## src/rtl/initial_try_2_pkg.sv

```systemverilog
// Shared definitions for the 8N1 UART transmitter: FSM state encoding and
// the default baud divisor for a 12 MHz clock at 9600 baud.
package initial_try_2_pkg;

  typedef enum logic [1:0] {
    IDLE  = 2'd0,
    START = 2'd1,
    DATA  = 2'd2,
    STOP  = 2'd3
  } state_t;

  localparam int CLKS_PER_BIT_DEFAULT = 1250;
  localparam int COUNT_W              = 11;
  localparam int DATA_W               = 8;
  localparam int BIT_COUNT_W          = 4;

endpackage

```

## src/rtl/uart_baud_gen.sv

```systemverilog
// Free-running baud divider: count wraps every CLKS_PER_BIT clocks and
// tick is high combinationally in the last cycle of each bit period.
module uart_baud_gen
  import initial_try_2_pkg::*;
#(
  parameter int CLKS_PER_BIT = CLKS_PER_BIT_DEFAULT
) (
  input  logic               clk,
  input  logic               nrst,
  output logic [COUNT_W-1:0] count,
  output logic               tick
);

  localparam logic [COUNT_W-1:0] LAST = COUNT_W'(CLKS_PER_BIT - 1);

  logic [COUNT_W-1:0] count_q;

  always_ff @(posedge clk) begin
    if (nrst) begin
      count_q <= '0;
    end else if (count_q == LAST) begin
      count_q <= '0;
    end else begin
      count_q <= count_q + COUNT_W'(1);
    end
  end

  assign count = count_q;
  assign tick  = (count_q == LAST);

endmodule

```

## src/rtl/initial_try_2.sv

```systemverilog
// 8N1 UART transmitter that streams frames back to back: data_in is
// captured at every frame start and shifted out LSB first on tx.
module initial_try_2
  import initial_try_2_pkg::*;
#(
  parameter int CLKS_PER_BIT = CLKS_PER_BIT_DEFAULT
) (
  input  logic                   clk,
  input  logic                   nrst,
  input  logic [DATA_W-1:0]      data_in,
  output logic                   tx,
  output logic [COUNT_W-1:0]     count,
  output logic [BIT_COUNT_W-1:0] bit_count,
  output logic                   clk_pulse,
  output logic [1:0]             state
);

  state_t                   state_q, state_d;
  logic                     tx_q, tx_d;
  logic [BIT_COUNT_W-1:0]   bit_count_q, bit_count_d;
  logic [DATA_W-1:0]        shift_q, shift_d;
  logic [2:0]               next_idx;

  uart_baud_gen #(
    .CLKS_PER_BIT (CLKS_PER_BIT)
  ) u_baud (
    .clk   (clk),
    .nrst  (nrst),
    .count (count),
    .tick  (clk_pulse)
  );

  always_ff @(posedge clk) begin
    if (nrst) begin
      state_q     <= IDLE;
      tx_q        <= 1'b1;
      bit_count_q <= '0;
      shift_q     <= '0;
    end else begin
      state_q     <= state_d;
      tx_q        <= tx_d;
      bit_count_q <= bit_count_d;
      shift_q     <= shift_d;
    end
  end

  // Everything holds between ticks; each tick advances exactly one bit slot.
  always_comb begin
    state_d     = state_q;
    tx_d        = tx_q;
    bit_count_d = bit_count_q;
    shift_d     = shift_q;
    next_idx    = bit_count_q[2:0] + 3'd1;
    if (clk_pulse) begin
      case (state_q)
        IDLE, STOP: begin
          state_d     = START;
          shift_d     = data_in;
          tx_d        = 1'b0;
          bit_count_d = '0;
        end
        START: begin
          state_d     = DATA;
          tx_d        = shift_q[0];
          bit_count_d = '0;
        end
        DATA: begin
          if (bit_count_q < BIT_COUNT_W'(7)) begin
            tx_d        = shift_q[next_idx];
            bit_count_d = bit_count_q + BIT_COUNT_W'(1);
          end else begin
            state_d     = STOP;
            tx_d        = 1'b1;
            bit_count_d = '0;
          end
        end
        default: begin
          state_d     = IDLE;
          tx_d        = 1'b1;
          bit_count_d = '0;
        end
      endcase
    end
  end

  assign tx        = tx_q;
  assign bit_count = bit_count_q;
  assign state     = state_q;

endmodule

```

## config.mk

```make
export PLATFORM = sky130hd
export DESIGN_NAME = initial_try_2
export DESIGN_NICKNAME = d
export VERILOG_FILES = /design/src/rtl/initial_try_2_pkg.sv /design/src/rtl/uart_baud_gen.sv /design/src/rtl/initial_try_2.sv
export SDC_FILE = /design/constraint.sdc
export NUM_CORES = 1
export LEC_CHECK = 0
export ABC_CLOCK_PERIOD_IN_PS = 2500
export CAP_MARGIN = 20
export CORE_ASPECT_RATIO = 1.2
export CORE_MARGIN = 10
export CORE_UTILIZATION = 42
export CTS_CLUSTER_DIAMETER = 150
export DETAILED_ROUTE_END_ITERATION = 8
export GPL_TIMING_DRIVEN = 0
export PLACE_DENSITY_LB_ADDON = 0.12
export SYNTH_ARGS = -nofsm -noshare
export SYNTH_HDL_FRONTEND = slang
export SYNTH_SLANG_ARGS = --single-unit
```

## constraint.sdc

```tcl
create_clock -name clk -period 2.5 [get_ports clk]
set_input_delay 0.375 -clock clk [delete_from_list [all_inputs] [get_ports clk]]
set_output_delay 0.375 -clock clk [all_outputs]
set_load 0.05 [all_outputs]
```

# Word-level counts from Yosys, hierarchy flattened
# Index checks and enable logic that the tools add are counted.
# op_classes
n_addsub	3
multipliers	0
div_mod_pow	0
n_lt_le_gt_ge	2
n_eq_ne	5
shift	0
muxes	8
bitwise_logic	0
reduce_logical	6
# op_table
operator	n
11-bit by 1-bit adder with 11-bit output (second input constant)	1
11-bit equality test (second input constant)	1
4-bit case mux with 2 select lines	1
2-bit case mux with 3 select lines	1
4-bit by 1-bit adder with 4-bit output (second input constant)	1
2-bit equality test (second input constant)	2
3-bit by 4-bit < comparator with 1-bit output (second input constant)	1
4-bit by 3-bit < comparator with 1-bit output (second input constant)	1
4-bit 2-to-1 mux	1
2-bit AND reduction	2
2-bit OR reduction	2
3-bit by 1-bit adder with 3-bit output (second input constant)	1
1-bit binary-select mux with 3-bit select	1
1-bit case mux with 3 select lines	1
3-bit OR reduction	1
2-bit by 1-bit equality test with 1-bit output (second input constant)	1
2-bit logical NOT	1
1-bit 2-to-1 mux	2
2-bit 2-to-1 mux	1
2-bit inequality test (second input constant)	1
# word_totals
reg_bits	26
latchBits	0
mem_bits_rw	0
rom_bits	0
in_bits	10
elab_cells	29
n_memories	0

# Longest topological paths before layout
# Gate-level depths: netlist of run 1.
# depth
depth_word	5
depth_mapped	8

# Cells and area by module
# Synthesis of run 1 repeated with hierarchy kept, for this count alone.
# hier_totals
cells_unflattened	137
area_unflattened_um2	1234.9
# modules_own_cells
mod	instances	cells_each	area_each_um2	seq_area_each_um2
initial_try_2	1	80	704.4	300.3
uart_baud_gen	1	57	530.5	220.2

# Worst setup path after synthesis of run 1
# No wires, ideal clock.
# synth_timing
path_kind	flip-flop to output port
from	reg u_baud.count_q[0] (netlist: u_baud.count[0])
to	out clk_pulse
arrival_ns	1.713
required_time_ns	2.125
setup_slack_ns	0.412
path_stages_with_launch	6
n_path_buf	1
path_cell_list	dfxtp_1 > ha_1 > nor4b_4 > nand4_4 > inv_2 > buf_4
# synth_between
elab_chain_len	1
# synth_rtl
item	line	rtl
start: declaration	uart_baud_gen.sv:16	logic [COUNT_W-1:0] count_q;
start signal: assignment	uart_baud_gen.sv:24	count_q <= count_q + COUNT_W'(1);
11-bit equality test	uart_baud_gen.sv:29	assign tick = (count_q == LAST);
end: declaration	initial_try_2.sv:14	output logic clk_pulse,
# No other way between the ends.

# Worst setup path after layout of run 1
# layout_timing
from	reg u_baud.count_q[1] (netlist: u_baud.count[1])
to	out clk_pulse
# Same word-level chain as after synthesis.

==> results_dict.tcl, run 1 <==
set metrics [dict create \
    status "complete, no violations" \
    slew_headroom 0.656 \
    routabilityCongestion 0.798 \
    routed_via_density 5.31 \
    die_x_um 69.3 \
    finalCriticalPeriod_ps 2330 \
    power_mw 0.774 \
    finalInstanceArea_um2 1590 \
    endpoint_kind "output pin" \
    critPathMostFrequentCell "buf_4" \
    timing.final.crit_share 0.930 \
    final.setup.tns_ps 0 \
    cts_root_buf "clkbuf_4" \
    die_area_um2 5490 \
    grt_max_degree 16 \
    totalWireLength_um 2880 \
    finClkSkew_ps 3.14 \
    arrival_ps 1950 \
    ys_ff_latch 26 \
    nNetsFinal 182 \
    worst_skew_pair.late_latency_ps 320 \
    final_cell_count_no_fill 200 \
    cts_tree "done" \
    drive_gt1_frac 0.0964 \
    dr.pass1.iters 4 \
    cpPeakStageDelay_ps 380 \
    core_area_um2 2790 \
    yosysTopAreaCell "dfxtp_1" \
    yosysWarningCount 0 \
    crit_path_start_kind "flop" \
    drv_cap 0 \
    max_freq_ghz 0.430 \
    hold_viol 0 \
    row_count 21 \
    overflow 0 \
    wire_per_inst_um 14.4 \
    synth-async-reset-ratio 0 \
    ant_nets 0 \
    worst-path-max-fanout 10 \
    setup_ws_ps 174 \
    placed_area_um2 1540 \
    syn_inst 135 \
    cts_setup_buffers 0 \
    cp_slowest_cell "dfxtp_1" \
    cts.sinks 26 \
    syn_area_per_cell_um2 9.07 \
    crit_chain "inv_1 -> ha_1 -> nor4b_4 -> nand4_4 -> inv_2 -> buf_4 -> buf_4" \
    die_y_um 79.2 \
    groute.usage.overall 0.105 \
    required_ps 2120 \
    antenna_found_initial 0 \
    synthDistinctLibCells 33 \
    diodes 0 \
    synth_most_common_cell "dfxtp_1" \
    path_class "reg2out" \
    clk_pin_slew_worst_paths_ps 150 \
    io_pins 29 \
    yosysSeqAreaShare 0.425 \
    syn-cell-area_um2 1220 \
    synth.area.top_cells "dfxtp_1 42%, a21oi_1 6.1%, ha_1 5.1%" \
    h-tree-depth 1 \
    synthTopCellsByCount "26 x dfxtp_1, 15 x a21oi_1, 15 x nand2_1, 12 x nor2_1, 11 x nand3_1" \
    routed-via-count 1061 \
    finalSetupViolCount 0 \
    critPathTopFamily "buffers and inverters" \
    start_util 0.440 \
    portBuffers 27 \
    p_leak_nw 0.555 \
    tightestPinTransition_ps 515 \
    cts_made_buffers 3 \
    p_per_area_nw_per_um2 487 \
    syn_nets 150 \
    synth-edff-count 0 \
    grt_pass1_vias 1120 \
    pre_cts_slack_ps -118 \
    drc 0 \
    cts-root-to-sink-buffers 2 \
    drv_slew 0 \
    dpl.cell_count 196 \
    syn_to_final_growth_pct 29.7 \
    grt_pass1_wl_um 5020 \
    min_path_type "in2reg" \
    synth_ff_type "dfxtp_1" \
    drt_iter0_drc 50 \
    ir_drop_mv 0.324 \
    hpwl_um 2250 \
    rsz0062_at_grt "no" \
    yosysTopAreaCellShare 0.425 \
    crit_buf_inv 4 \
]
## state kept, by name, summed over array words and instances (netlist names)
| name | cells |
|---|---|
| shift_q | 8 |
| tx | 1 |
| u_baud.count | 11 |
| state | 2 |
| bit_count | 4 |
## final timing paths
path	start	end	slack (ps)	cells past startpoint
setup / recovery	u_baud.count[1]	clk_pulse	170	7
hold / removal	nrst	bit_count[1]	260	2
setup reg to reg	bit_count[0]	bit_count[3]	780	5
hold reg to reg	shift_q[7]	shift_q[7]	470	2
## metal layers
layer,wire (µm),track usage,vias up
li1,-,-,538
met1,1170,0.104,505
met2,1490,0.201,16
met3,199,0.0386,2
met4,14,0.0302,0
met5,0,0,-
## cell usage in the layout, fill, tap and decap left out, drive strengths merged
cell            n
a211oi          2
a21oi          16
a22oi           1
a311oi          1
a31oi           1
and3            1
and4            1
and4bb          1
buf             4
bufinv          1
clkbuf          6
clkdlybuf4s50  26
dfxtp          26
ha              5
inv             5
mux2i           2
mux4            1
nand2          15
nand3          11
nand4           6
nand4bb         1
nor2           12
nor3            5
nor3b           2
nor4b           1
o21bai          1
or2b            1
or3             2
xnor2           4
xor2            5
## repair_timing
action,CTS,global route
resized for setup,5,3
hold endpoints to repair,0,0
endpoints found under the setup margin,1,1
hold buffers,0,0
pin swaps,0,0
## where the power goes
group / switching (mW) / internal [mW]
registers: 0.00645 / 0.419
clock network: 0.128 / 0.162
logic: 0.0307 / 0.0286
total: 0.165 / 0.609
## per-stage QoR
| step | hold slack (ps) | util |
|---|---|---|
| global route | 260 | 0.571 |
| floorplan | 431 | - |
| detailed placement | 453 | 0.552 |
| CTS | 257 | 0.569 |
| finish | 261 | 0.571 |
| global placement | 440 | 0.552 |
## area by class of cell
type                            instances  area [µm²]
Buffer                                  6        41.3
Clock buffer                            3        22.5
Fill cell                             284        1200
Sequential cell                        26         522
Timing Repair Buffer                   27         268
Tap cell                               34        42.5
Inverter                                5        18.8
Clock inverter                          1        30.0
Multi-Input combinational cell         98         644
## cells by family (layout without fill, tap and decap cells)
kind of cell / count (synthesis) / count (layout) / synth area share
muxes: 3 / 3 / 0.0347
adders and majority gates: 5 / 5 / 0.0511
xor gates and xnor gates: 9 / 9 / 0.0643
buffers and inverters: 11 / 42 / 0.0490
AOI/OAI and AO/OA: 22 / 22 / 0.105
and+or+nand+nor: 59 / 59 / 0.271
DFF: 26 / 26 / 0.425
(Power assumes the default switching activity.)
==> inputs of run 2 (changes only) <==
--- a/config.mk
+++ b/config.mk
@@ -8,7 +8,6 @@
 export ABC_CLOCK_PERIOD_IN_PS = 2500
 export CAP_MARGIN = 20
 export CORE_ASPECT_RATIO = 1.2
-export CORE_MARGIN = 10
 export CORE_UTILIZATION = 42
 export CTS_CLUSTER_DIAMETER = 150
 export DETAILED_ROUTE_END_ITERATION = 8
==> results_dict.tcl, run 2 (synthesized netlist as in run 1, its figures left out) <==
set metrics [dict create \
    clk_pin_slew_worst_paths_ps 130 \
    worst-path-max-fanout 10 \
    reg2regPathDepth 8 \
    die_y_um 61.2 \
    final.setup.tns_ps 0 \
    required_ps 2120 \
    nNetsFinal 182 \
    endpoint_kind "output pin" \
    cp_slowest_cell "dfxtp_1" \
    crit_buf_inv 4 \
    worst_skew_pair.late_latency_ps 310 \
    status "complete, no violations" \
    dpl.cell_count 196 \
    p_per_area_nw_per_um2 417 \
    cpPeakStageDelay_ps 370 \
    grt_max_degree 14 \
    routed_via_density 5.31 \
    min_path_type "in2reg" \
    wire_per_inst_um 12.8 \
    finalCriticalPeriod_ps 2320 \
    drv_slew 0 \
    groute.usage.overall 0.184 \
    rsz0062_at_grt "no" \
    routabilityCongestion 0.805 \
    path_class "reg2out" \
    critPathTopFamily "buffers and inverters" \
    finalInstanceArea_um2 1560 \
    finalSetupViolCount 0 \
    ir_drop_mv 0.277 \
    hold_viol 0 \
    cts.sinks 26 \
    overflow 0 \
    antenna_found_initial 0 \
    ant_nets 0 \
    grt_pass1_vias 1024 \
    totalWireLength_um 2550 \
    seq_area_um2 522 \
    nFillCells 274 \
    syn_to_final_growth_pct 27.3 \
    layout.cells.most_common "clkdlybuf4s50_1" \
    finClkSkew_ps 6.01 \
    timing.final.crit_share 0.929 \
    final_cell_count_no_fill 199 \
    start_util 0.440 \
    power_mw 0.651 \
    die_x_um 51.3 \
    diodes 0 \
    dr.pass1.iters 4 \
    h-tree-depth 1 \
    cts_root_buf "clkbuf_4" \
    drt_iter0_drc 12 \
    portBuffers 27 \
    p_leak_nw 0.540 \
    largest_register_ffs 11 \
    cts-root-to-sink-buffers 2 \
    rrSetupSlack_ps 790 \
    drc 0 \
    cp.depth 7 \
    grt_pass1_wl_um 4230 \
    row_count 21 \
    placed_area_um2 1540 \
    hold_depth 2 \
    drive_gt1_frac 0.0909 \
    cts_tree "done" \
    crit_chain "inv_1 -> ha_1 -> nor4b_4 -> nand4_4 -> inv_2 -> buf_4 -> clkbuf_4" \
    multi_input_area_um2 644 \
    core_area_um2 2790 \
    drv_cap 0 \
    slew_headroom 0.668 \
    final_util 0.560 \
    io_pins 29 \
    arrival_ps 1950 \
    layout_common_cells "26 x clkdlybuf4s50_1, 25 x dfxtp_1, 15 x nand2_1, 15 x a21oi_1, 12 x nor2_1" \
    max_freq_ghz 0.430 \
    crit_path_start_kind "flop" \
    hpwl_um 1960 \
    routed-via-count 1057 \
    tightestPinTransition_ps 496 \
    cts_made_buffers 3 \
    die_area_um2 3140 \
]
## run 2: path summary, 6_finish.rpt
| path | startpoint | endpoint |
|---|---|---|
| max | u_baud.count[1] | clk_pulse |
| min | nrst | bit_count[1] |
| max reg2reg | u_baud.count[1] | shift_q[6] |
| min reg2reg | shift_q[7] | shift_q[7] |
## run 2: worst register-to-register path, delay by kind of cell, from the launching register on
kind	cells	cell delay, ps
fa+ha+maj	1	150
compound gates	1	150
simple gates	3	570
buf+inv	3	400
flops	1	370
## run 2: power breakdown
group	switching (mW)	internal (mW)
logic	0.0307	0.0287
registers	0.00629	0.419
clock network	0.110	0.0562
## run 2: timing repair
| action | CTS | global route |
|---|---|---|
| hold endpoints to repair | 0 | 0 |
| resized for setup | 5 | 2 |
| pin swaps | 0 | 0 |
| cloned | 0 | 0 |
| hold buffers | 0 | 0 |
| buffers inserted | 0 | 0 |
| endpoints found under the setup margin | 1 | 1 |
## run 2: per-stage QoR
stage,hold WS [ps],setup slack (ps)
floorplan,431,412
global placement,440,-62.8
detailed placement,458,-120
CTS,271,59.1
global route,269,22.7
finish,283,176
## run 2: area by class of cell
type / count / area share
buffer: 6 / 0.0265
clock buffer: 3 / 0.0144
inverter: 5 / 0.0120
multi-input combinational: 98 / 0.413
sequential: 26 / 0.335
tap: 34 / 0.0273
timing repair buffer: 27 / 0.172
## run 2: per-layer routing
metal,vias to the layer above,GRT usage,part of all wire
met2,19,0.350,0.53
met1,498,0.200,0.43
met5,-,0,0
met3,2,0.0296,0.032
met4,0,0.0888,0.011
li1,538,-,-
==> inputs of run 3 (changes only) <==
--- a/config.mk
+++ b/config.mk
@@ -11,6 +11,7 @@
 export CORE_UTILIZATION = 42
 export CTS_CLUSTER_DIAMETER = 150
 export DETAILED_ROUTE_END_ITERATION = 8
+export GPL_ROUTABILITY_DRIVEN = 0
 export GPL_TIMING_DRIVEN = 0
 export PLACE_DENSITY_LB_ADDON = 0.12
 export SYNTH_ARGS = -nofsm -noshare
==> results of run 3 <==
The final DEF is identical to that of run 2; final timing and power are the same.
